**config.mk**
```make
export PLATFORM = sky130hd
export DESIGN_NAME = cmd_arbiter
export DESIGN_NICKNAME = d
export VERILOG_FILES = /design/src/rtl/cmd_arb_pkg.sv /design/src/rtl/cmd_watchdog.sv /design/src/rtl/cmd_arbiter.sv
export SDC_FILE = /design/constraint.sdc
export NUM_CORES = 1
export LEC_CHECK = 0
export CELL_PAD_IN_SITES_DETAIL_PLACEMENT = 1
export CELL_PAD_IN_SITES_GLOBAL_PLACEMENT = 1
export CORE_MARGIN = 3
export CORE_UTILIZATION = 27
export CTS_CLUSTER_SIZE = 10
export DETAILED_ROUTE_END_ITERATION = 6
export HOLD_SLACK_MARGIN = 0.03
export PLACE_DENSITY = 0.86
export SLEW_MARGIN = 20
export SYNTH_ARGS = -nofsm -noshare
export SYNTH_HDL_FRONTEND = slang
export SYNTH_SLANG_ARGS = --single-unit
```
**constraint.sdc**
```tcl
create_clock -name sd_clock -period 2.6 [get_ports sd_clock]
set_clock_uncertainty 0.1 [all_clocks]
set_input_delay 0.52 -clock sd_clock [delete_from_list [all_inputs] [get_ports sd_clock]]
set_output_delay 0.52 -clock sd_clock [all_outputs]
set_load 0.01 [all_outputs]
```
**src/rtl/cmd_arb_pkg.sv**
```systemverilog
// Shared definitions for the SD command arbiter and the command PHY:
// frame widths, arbiter state encoding and the commands that never get a response.
package cmd_arb_pkg;

    localparam int CMD_W  = 40;
    localparam int RESP_W = 136;

    typedef enum logic [2:0] {
        IDLE,
        ISSUE,
        WAIT_RESP,
        ACK,
        ABORT,
        DONE
    } arb_state_e;

    // CMD0, CMD4 and CMD15 complete once the line is free; no response frame follows.
    localparam int NO_RESP_N = 3;
    localparam logic [NO_RESP_N-1:0][5:0] NO_RESP_IDX = {6'd15, 6'd4, 6'd0};

    function automatic logic is_no_resp(input logic [5:0] idx);
        logic hit;
        hit = 1'b0;
        for (int i = 0; i < NO_RESP_N; i++) begin
            if (idx == NO_RESP_IDX[i]) hit = 1'b1;
        end
        return hit;
    endfunction

endpackage

```
**src/rtl/cmd_watchdog.sv**
```systemverilog
// Per-command watchdog: counts enabled cycles since the last clear and
// flags expiry once the count reaches the limit (the count then holds).
module cmd_watchdog #(
    parameter int CNT_W = 16
) (
    input  logic             clk_i,
    input  logic             rst_i,
    input  logic             clear_i,
    input  logic             enable_i,
    input  logic [CNT_W-1:0] limit_i,
    output logic             expired_o
);

    logic [CNT_W-1:0] cnt_q, cnt_d;

    assign expired_o = (cnt_q >= limit_i);

    always_comb begin
        cnt_d = cnt_q;
        if (clear_i)                     cnt_d = '0;
        else if (enable_i && !expired_o) cnt_d = cnt_q + 1'b1;
    end

    always_ff @(posedge clk_i) begin
        if (rst_i) cnt_q <= '0;
        else       cnt_q <= cnt_d;
    end

endmodule

```
**src/rtl/cmd_arbiter.sv**
```systemverilog
// Two-requester round-robin arbiter in front of the SD command PHY: issues one
// command at a time, collects its response or timeout and reports completion.
module cmd_arbiter
    import cmd_arb_pkg::*;
#(
    parameter logic [15:0] WDT_CYCLES = 16'd2048
) (
    input  logic              sd_clock,
    input  logic              reset,
    input  logic              req0_valid,
    input  logic [CMD_W-1:0]  req0_cmd,
    output logic              req0_grant,
    output logic              req0_done,
    input  logic              req1_valid,
    input  logic [CMD_W-1:0]  req1_cmd,
    output logic              req1_grant,
    output logic              req1_done,
    output logic [RESP_W-1:0] resp_data,
    output logic              resp_timeout,
    output logic              strobe_in,
    output logic              ack_in,
    output logic              idle_in,
    output logic [CMD_W-1:0]  cmd_to_send,
    input  logic              ack_out,
    input  logic              strobe_out,
    input  logic [RESP_W-1:0] response,
    input  logic              serialReady,
    input  logic              COMMAND_TIMEOUT
);

    arb_state_e        state_q;
    logic              prio_q;     // 1: req1 wins a tie
    logic              owner_q;    // requester of the command in flight
    logic              req0_grant_q, req1_grant_q, req0_done_q, req1_done_q;
    logic [RESP_W-1:0] resp_data_q;
    logic              resp_timeout_q;
    logic              strobe_in_q, ack_in_q, idle_in_q;
    logic [CMD_W-1:0]  cmd_to_send_q;

    logic accept, pick1, wdt_expired;

    assign accept = (state_q == IDLE) && (req0_valid || req1_valid) && serialReady;
    assign pick1  = (req0_valid && req1_valid) ? prio_q : req1_valid;

    cmd_watchdog #(.CNT_W(16)) u_wdt (
        .clk_i     (sd_clock),
        .rst_i     (reset),
        .clear_i   (accept),
        .enable_i  ((state_q == ISSUE) || (state_q == WAIT_RESP)),
        .limit_i   (WDT_CYCLES),
        .expired_o (wdt_expired)
    );

    always_ff @(posedge sd_clock) begin
        if (reset) begin
            state_q        <= IDLE;
            prio_q         <= 1'b0;
            owner_q        <= 1'b0;
            req0_grant_q   <= 1'b0;
            req1_grant_q   <= 1'b0;
            req0_done_q    <= 1'b0;
            req1_done_q    <= 1'b0;
            resp_data_q    <= '0;
            resp_timeout_q <= 1'b0;
            strobe_in_q    <= 1'b0;
            ack_in_q       <= 1'b0;
            idle_in_q      <= 1'b0;
            cmd_to_send_q  <= '0;
        end else begin
            req0_grant_q <= 1'b0;
            req1_grant_q <= 1'b0;
            req0_done_q  <= 1'b0;
            req1_done_q  <= 1'b0;
            case (state_q)
                IDLE: begin
                    idle_in_q <= 1'b1;
                    if (accept) begin
                        state_q       <= ISSUE;
                        idle_in_q     <= 1'b0;
                        cmd_to_send_q <= pick1 ? req1_cmd : req0_cmd;
                        owner_q       <= pick1;
                        prio_q        <= ~pick1;
                        req0_grant_q  <= ~pick1;
                        req1_grant_q  <= pick1;
                    end
                end
                ISSUE: begin
                    // strobe rises one cycle after the grant; ack only counts while it is up
                    if (wdt_expired) begin
                        state_q     <= ABORT;
                        strobe_in_q <= 1'b0;
                        idle_in_q   <= 1'b1;
                    end else if (strobe_in_q && ack_out) begin
                        state_q     <= WAIT_RESP;
                        strobe_in_q <= 1'b0;
                    end else begin
                        strobe_in_q <= 1'b1;
                    end
                end
                WAIT_RESP: begin
                    if (wdt_expired) begin
                        state_q   <= ABORT;
                        idle_in_q <= 1'b1;
                    end else if (COMMAND_TIMEOUT) begin
                        state_q        <= DONE;
                        resp_data_q    <= '0;
                        resp_timeout_q <= 1'b1;
                        req0_done_q    <= ~owner_q;
                        req1_done_q    <= owner_q;
                    end else if (strobe_out) begin
                        state_q        <= ACK;
                        resp_data_q    <= response;
                        resp_timeout_q <= 1'b0;
                        ack_in_q       <= 1'b1;
                    end else if (is_no_resp(cmd_to_send_q[37:32]) && serialReady) begin
                        state_q        <= DONE;
                        resp_data_q    <= '0;
                        resp_timeout_q <= 1'b0;
                        req0_done_q    <= ~owner_q;
                        req1_done_q    <= owner_q;
                    end
                end
                ACK: begin
                    if (!strobe_out) begin
                        state_q     <= DONE;
                        ack_in_q    <= 1'b0;
                        req0_done_q <= ~owner_q;
                        req1_done_q <= owner_q;
                    end
                end
                ABORT: begin
                    state_q        <= DONE;
                    idle_in_q      <= 1'b0;
                    ack_in_q       <= 1'b0;
                    resp_data_q    <= '0;
                    resp_timeout_q <= 1'b1;
                    req0_done_q    <= ~owner_q;
                    req1_done_q    <= owner_q;
                end
                DONE: begin
                    state_q   <= IDLE;
                    idle_in_q <= 1'b1;
                end
                default: state_q <= IDLE;
            endcase
        end
    end

    assign req0_grant   = req0_grant_q;
    assign req1_grant   = req1_grant_q;
    assign req0_done    = req0_done_q;
    assign req1_done    = req1_done_q;
    assign resp_data    = resp_data_q;
    assign resp_timeout = resp_timeout_q;
    assign strobe_in    = strobe_in_q;
    assign ack_in       = ack_in_q;
    assign idle_in      = idle_in_q;
    assign cmd_to_send  = cmd_to_send_q;

endmodule

```
==> run_results.csv, run 1 <==
group,metric,value,unit
run_status,status,"completed",
routing,vias,7611,
finish,final_net_count,1399,
clocking,cts.sinks,205,
sta,finalSetupViolations,0,
sta,max_freq,411,MHz
synth,syn_area_per_cell,9.41,um2
routing,drtIter0Drc,435,
floorplan,die_w,170,um
power,power_density,734,nW/um2
synth,synth_most_common_cell,"dfxtp_1",
synth,synth_fp_nets,999,
routing,routed_wirelength,29800,um
synth,yosysWarnings,0,
finish,fillCellCount,2927,
critical_path,crit_family,"simple AND/OR/NAND/NOR gates",
synth,synth_top_area_frac,0.564,
clocking,hold_buffers,0,
finish,area_growth_syn_to_layout,72.6,%
routing,first_pass_iters,7,
synth,synth_top_family_by_area,"compound AO/OA/AOI/OAI gates",
routing,viasPerCell,5.02,
finish,drive_gt1_frac,0.0601,
grt,grt_pass1_wl,44600,um
synth,synth-seq-cells,205,
grt,antenna_found_initial,0,
floorplan,die_area,29000,um2
critical_path,reg2reg_slack,0.17,ns
synth,synthCells,773,
synth,synth_async_sr_flop_share,0,
hold_path,hold_path.class,"flop to flop",
clocking,cts.repair.resized,0,
clocking,clk_latency,0.51,ns
sta,setup_slack,0.169,ns
sta,period_share,0.935,
hold_path,holdPathEnd,"prio_q",
sta,tightest_slew,0.651,ns
sta,slew_violations,0,
critical_path,cp_max_fo,76,
finish,multi_input_area,2830,um2
clocking,clkSlewWorstSetupHoldPaths,0.06,ns
critical_path,critPathArrivalTime,2.72,ns
clocking,h-tree-depth,1,
routing,post_drt_wl_per_cell,19.7,um
floorplan,core,26300,um2
clocking,numCtsBuffers,25,
hold_path,hp-start,"prio_q",
critical_path,path_depth,6,
finish,diodes,0,
clocking,cts_tree,"built",
synth,synth_compound_area_frac,0.226,
sta,hold_viol,0,
sta,tns,0,ns
grt,grt_max_degree,77,
finish,layoutNonFillerInstCount,1517,
clocking,post_cts_buffers,0,
job,max_cap_violations,0,
placed_design,dp_slack,0.0421,ns
hold_path,hold_path_depth,1,
placed_design,dp.cells,1481,
synth,ys.flop_type,"dfxtp_1",
grt,grt_overflow,0,
critical_path,critPathBufInv,1,
grt,grt_pass1_vias,8225,
critical_path,reg2reg_from,"u_wdt.cnt_q[11]",
synth,synthXorXnorAreaFrac,0.0132,
synth,synth_edf_count,0,
critical_path,crit_chain,"or4_4 > nor4_1 > o31ai_4 > buf_12 > a22oi_1 > nor2_1",
clocking,clk_path_buf_depth,3,
critical_path,crit_type,"flop to flop",
routing,antenna_left,0,
floorplan,row_count,59,
synth,synth_top_cell_by_area,"dfxtp_1",
floorplan,pin_count,408,
synth,ys_types,40,
synth,netlist_top_cells_count,"205 x dfxtp_1, 162 x nor2_1, 156 x a22oi_1",
critical_path,end_kind,"flop",
sta,layout_min_cycle_time,2.43,ns
synth,ys_seq_area_frac,0.564,
power,ir_worst_vdd,0.504,mV
critical_path,cp_slowest_cell,"or4_4",
synth,synth.area.mux_share,0.00275,
synth,synth.cell_area,7280,um2
placed_design,place_hpwl,21700,um
placed_design,port_buffers,407,
routing,drc,0,
synth,synthSimpleGateAreaFrac,0.139,
finish,seq_area,4100,um2
critical_path,r2r_cells,6,
floorplan,chipHeight,170,um
critical_path,startpoint_type,"flop",
sta,rsz0062_at_grt,"false",
critical_path,cpPeakStageDelay,0.57,ns
synth,synth.area.top_cells,"dfxtp_1 56%, a22oi_1 16%, nor2_1 8.4%",
clocking,clockRootBuffer,"clkbuf_16",
placed_design,gp_congestion,0.785,
critical_path,required,2.89,ns
sta,slew_headroom,0.562,
critical_path,r2r_end,"resp_data[77]",
synth,synth-adder-area-share,0.00344,
floorplan,start_util,0.277,
power,p_leak,0.00461,uW
grt,grt_usage,0.190,
## final cells by class
cell class | instances | share of cell area
timing repair buffer | 439 | 0.352
sequential | 205 | 0.327
multi-input combinational | 476 | 0.225
clock buffer | 33 | 0.0530
tap | 335 | 0.0334
inverter | 26 | 0.00777
clock inverter | 3 | 0.00149
## per-stage QoR
step	hold slack (ns)	utilization	cell area, um2	total power [uW]
3_3_place_gp	0.334	0.452	11900	6160
6_report	0.356	0.478	12600	9220
2_1_floorplan	0.316	-	7280	4840
4_1_cts	0.362	0.478	12600	9360
3_5_place_dp	0.348	0.452	11900	6240
5_1_grt	0.379	0.478	12600	9690
## metal layers
metal	share of wire	GRT usage
met5	0	0
met4	0.033	0.0610
met3	0.077	0.0483
met2	0.51	0.356
met1	0.38	0.208
## cell usage in the layout, fill, tap and decap left out, types with 2 or more instances in the layout
master,instances
nand2_1,29
a21o_1,2
o21ai_0,27
and3_1,2
nand2b_1,3
ha_1,2
or3_1,2
and2_1,7
mux2i_1,2
nor3_2,2
dfxtp_1,205
nor3_1,6
xnor2_1,4
xor2_1,7
nand3_1,4
nand4_1,9
clkbuf_16,25
buf_4,23
clkinv_2,2
nor2b_1,2
clkbuf_1,7
clkdlybuf4s50_1,407
a31oi_1,4
a222oi_1,18
nor4_1,2
inv_1,26
a21oi_1,7
nor2_1,162
a22oi_1,156
or2_4,2
buf_12,9
## state kept, by name (all words and copies together) (netlist names), 3 cells and up
name,count
cmd_to_send,40
resp_data,136
state_q,3
u_wdt.cnt_q,16
## kinds of logic (layout without fill, tap and decap cells)
| group | after synthesis | after routing |
|---|---|---|
| AOI/OAI and AO/OA | 223 | 223 |
| muxes | 2 | 2 |
| and+or+nand+nor | 238 | 238 |
| buffers and inverters | 92 | 501 |
| DFF | 205 | 205 |
| xor gates and xnor gates | 11 | 11 |
| adders and majority gates | 2 | 2 |
## worst max path at each step
stage	to	slack, ns	start
finish	resp_data[77]	0.17	u_wdt.cnt_q[11]
global route	resp_data[77]	0.02	u_wdt.cnt_q[11]
CTS	resp_data[4]	0.14	u_wdt.cnt_q[11]
detailed placement	resp_data[61]	0.04	strobe_out
global placement	ack_in	0.11	strobe_out
floorplan	resp_data[100]	0.44	cmd_to_send[32]
## power by group
group | switching [uW] | internal (uW) | leakage (uW)
registers | 217 | 3440 | 0.00166
clock network | 1280 | 1760 | 0.000336
logic | 1260 | 1260 | 0.00261
total | 2760 | 6460 | 0.00461
## worst reg2reg max path, cell delays in order (launching register included)
cell and delay [ns]:
dfxtp_1 0.31, or4_4 0.57, nor4_1 0.52, o31ai_4 0.23, buf_12 0.27, a22oi_1 0.26
nor2_1 0.07
No activity file was read; power rests on OpenSTA's default activity.
==> run 2: changes to the inputs <==
==> constraint.sdc (replaced) <==
create_clock -name sd_clock -period 2.6 [get_ports sd_clock]
set_clock_uncertainty 0.1 [all_clocks]
set_input_delay 0.52 -clock sd_clock [delete_from_list [all_inputs] [get_ports sd_clock]]
set_output_delay 0.52 -clock sd_clock [all_outputs]
set_load 0.02 [all_outputs]
==> results of run 2 <==
Same layout as run 1 (identical final DEF). Status: completed.
Main changes from that run: total power 9220 uW -> 9420 uW; worst IR drop on VDD 0.504 mV -> 0.507 mV
==> run 3: changes to the inputs <==
--- a/config.mk
+++ b/config.mk
@@ -13,7 +13,7 @@
 export DETAILED_ROUTE_END_ITERATION = 6
 export HOLD_SLACK_MARGIN = 0.03
 export PLACE_DENSITY = 0.86
-export SLEW_MARGIN = 20
+export SLEW_MARGIN = 0
 export SYNTH_ARGS = -nofsm -noshare
 export SYNTH_HDL_FRONTEND = slang
 export SYNTH_SLANG_ARGS = --single-unit
==> constraint.sdc (replaced) <==
create_clock -name sd_clock -period 2.5 [get_ports sd_clock]
set_clock_uncertainty 0.1 [all_clocks]
set_input_delay 0.5 -clock sd_clock [delete_from_list [all_inputs] [get_ports sd_clock]]
set_output_delay 0.5 -clock sd_clock [all_outputs]
set_load 0.02 [all_outputs]
==> run 3 against run 2 <==
  * The flow now finishes with violations (DRC)
  * Sequential power is 4% higher
  * Via count rose by 0.81%
  * Final area grew 0.37%
  * Worst hold slack lost 0.0011 ns
  * First-iteration DRC count is 7.1% lower
  * Combinational power rose by 4%
  * Power is 4.7% higher
  * Cell count grew 0.13%
  * Flip-flop and latch count unchanged
  * Fmax increased by 9.3%
  * Critical endpoint is now ack_in
==> run_results.csv, run 3 (same netlist as run 1, synthesis figures left out) <==
group,metric,value,unit
run_status,status,"finished with violations",
run_status,violations,"DRC",
critical_path,cpPeakStageDelay,0.57,ns
grt,grt_max_degree,77,
routing,routed_wirelength,29500,um
clocking,clockRootBuffer,"clkbuf_16",
critical_path,end_kind,"flop",
floorplan,row_count,59,
placed_design,dp_slack,-0.0251,ns
clocking,clk_latency,0.52,ns
routing,drtIter0Drc,404,
clocking,cts.sinks,205,
sta,slew_headroom,0.553,
sta,tightest_slew,0.666,ns
grt,grt_pass1_wl,44300,um
sta,slew_violations,0,
sta,layout_min_cycle_time,2.22,ns
power,p_leak,0.00463,uW
placed_design,port_buffers,407,
clocking,clkSlewWorstSetupHoldPaths,0.06,ns
sta,finalSetupViolations,0,
sta,rsz0062_at_grt,"false",
critical_path,cp_slowest_cell,"or4_4",
sta,hold_viol,0,
floorplan,chipHeight,170,um
power,pwr-share-seq,0.384,
routing,viasPerCell,5.05,
routing,vias,7673,
clocking,clk_path_buf_depth,3,
critical_path,critPathArrivalTime,2.54,ns
grt,grt_overflow,0,
power,internal_power,6790,uW
critical_path,cp_max_fo,15,
finish,area_growth_syn_to_layout,73.3,%
finish,mostFrequentLayoutCell,"clkdlybuf4s50_1",
routing,drc,2,
clocking,hold_buffers,0,
finish,largest_reg_flops,136,
placed_design,gp_congestion,0.789,
grt,antenna_found_initial,0,
finish,seq_area,4100,um2
sta,period_share,0.889,
grt,grt_util_met3,0.0537,
routing,post_drt_wl_per_cell,19.4,um
power,power_density,782,nW/um2
routing,first_pass_iters,7,
grt,grtUsageMet2,0.343,
placed_design,place_area,11900,um2
critical_path,crit_type,"flop to flop",
power,power_switching_share,0.312,
clocking,numCtsBuffers,25,
finish,diodes,0,
clocking,h-tree-depth,1,
critical_path,crit_chain,"or4_4 > or2_4 > nor3_2 > buf_12 > buf_4 > nor2_1 > a211oi_1",
finish,drive_gt1_frac,0.0625,
power,ir_worst_vdd,0.457,mV
power,power,9860,uW
finish,fillCellCount,2926,
finish,stdcell_area,12600,um2
routing,antenna_left,0,
grt,grt_pass1_vias,8168,
power,p_sw,3070,uW
clocking,cts.repair.resized,0,
grt,grt.busiest_layer,"met2",
floorplan,start_util,0.277,
grt,gr-usage-met1,0.204,
clocking,cts_tree,"built",
job,max_cap_violations,0,
power,pwr-share-clk,0.328,
floorplan,die_area,29000,um2
floorplan,pin_count,408,
power,comb_power_share,0.288,
clocking,post_cts_buffers,0,
critical_path,required,2.82,ns
finish,layout_common_cells,"407 x clkdlybuf4s50_1, 205 x dfxtp_1, 162 x nor2_1",
finish,multi_input_area,2830,um2
critical_path,crit_family,"simple AND/OR/NAND/NOR gates",
hold_path,hold_path.class,"flop to flop",
sta,max_freq,450,MHz
grt,grt_usage,0.188,
finish,final_net_count,1401,
critical_path,startpoint_type,"flop",
sta,setup_slack,0.277,ns
critical_path,reg2reg_slack,0.28,ns
placed_design,place_hpwl,21500,um
floorplan,core,26300,um2
critical_path,critPathBufInv,2,
floorplan,die_w,170,um
-- run 3: cell types whose count changed in the layout (fill, tap and decap cells not counted) --
cell	previous run	this run
buf_12	9	10
clkbuf_1	7	6
buf_4	23	24
clkinv_2	2	1
clkbuf_8	1	3
-- run 3: routing by layer --
metal / wire length (um) / share of wire
met5: 0 / 0
met4: 1360 / 0.046
met3: 2230 / 0.076
met2: 15000 / 0.51
met1: 11000 / 0.37
-- run 3: worst paths after layout --
kind              startpoint  endpoint  depth (start not counted)
max          u_wdt.cnt_q[11]    ack_in                          7
min                   prio_q    prio_q                          1
max reg2reg  u_wdt.cnt_q[11]    ack_in                          7
min reg2reg           prio_q    prio_q                          1
-- run 3: area by class of cell --
type,instances,area share
clock inverter,2,0.00109
clock buffer,34,0.0547
multi-input combinational,476,0.224
tap,335,0.0332
inverter,26,0.00774
sequential,205,0.326
timing repair buffer,441,0.353
-- run 3: power groups by stage --
stage                     combinational (uW)  sequential (uW)  clock, uW
after floorplan                         1110             4130          0
after global placement                  2780             3840          0
after detailed placement                2840             3850          0
after CTS                               2870             3790       3340
after global routing                    3060             3830       3470
final                                   2840             3790       3230
-- run 3: per-stage QoR --
| step | hold slack [ns] | utilization | TNS (ns) | instances |
|---|---|---|---|---|
| final | 0.355 | 0.480 | 0 | 1519 |
| after global routing | 0.367 | 0.480 | 0 | 1519 |
| after CTS | 0.354 | 0.480 | 0 | 1519 |
| after detailed placement | 0.341 | 0.453 | -0.0577 | 1483 |
| after global placement | 0.335 | 0.453 | 0 | 1483 |
| after floorplan | 0.316 | - | 0 | 773 |
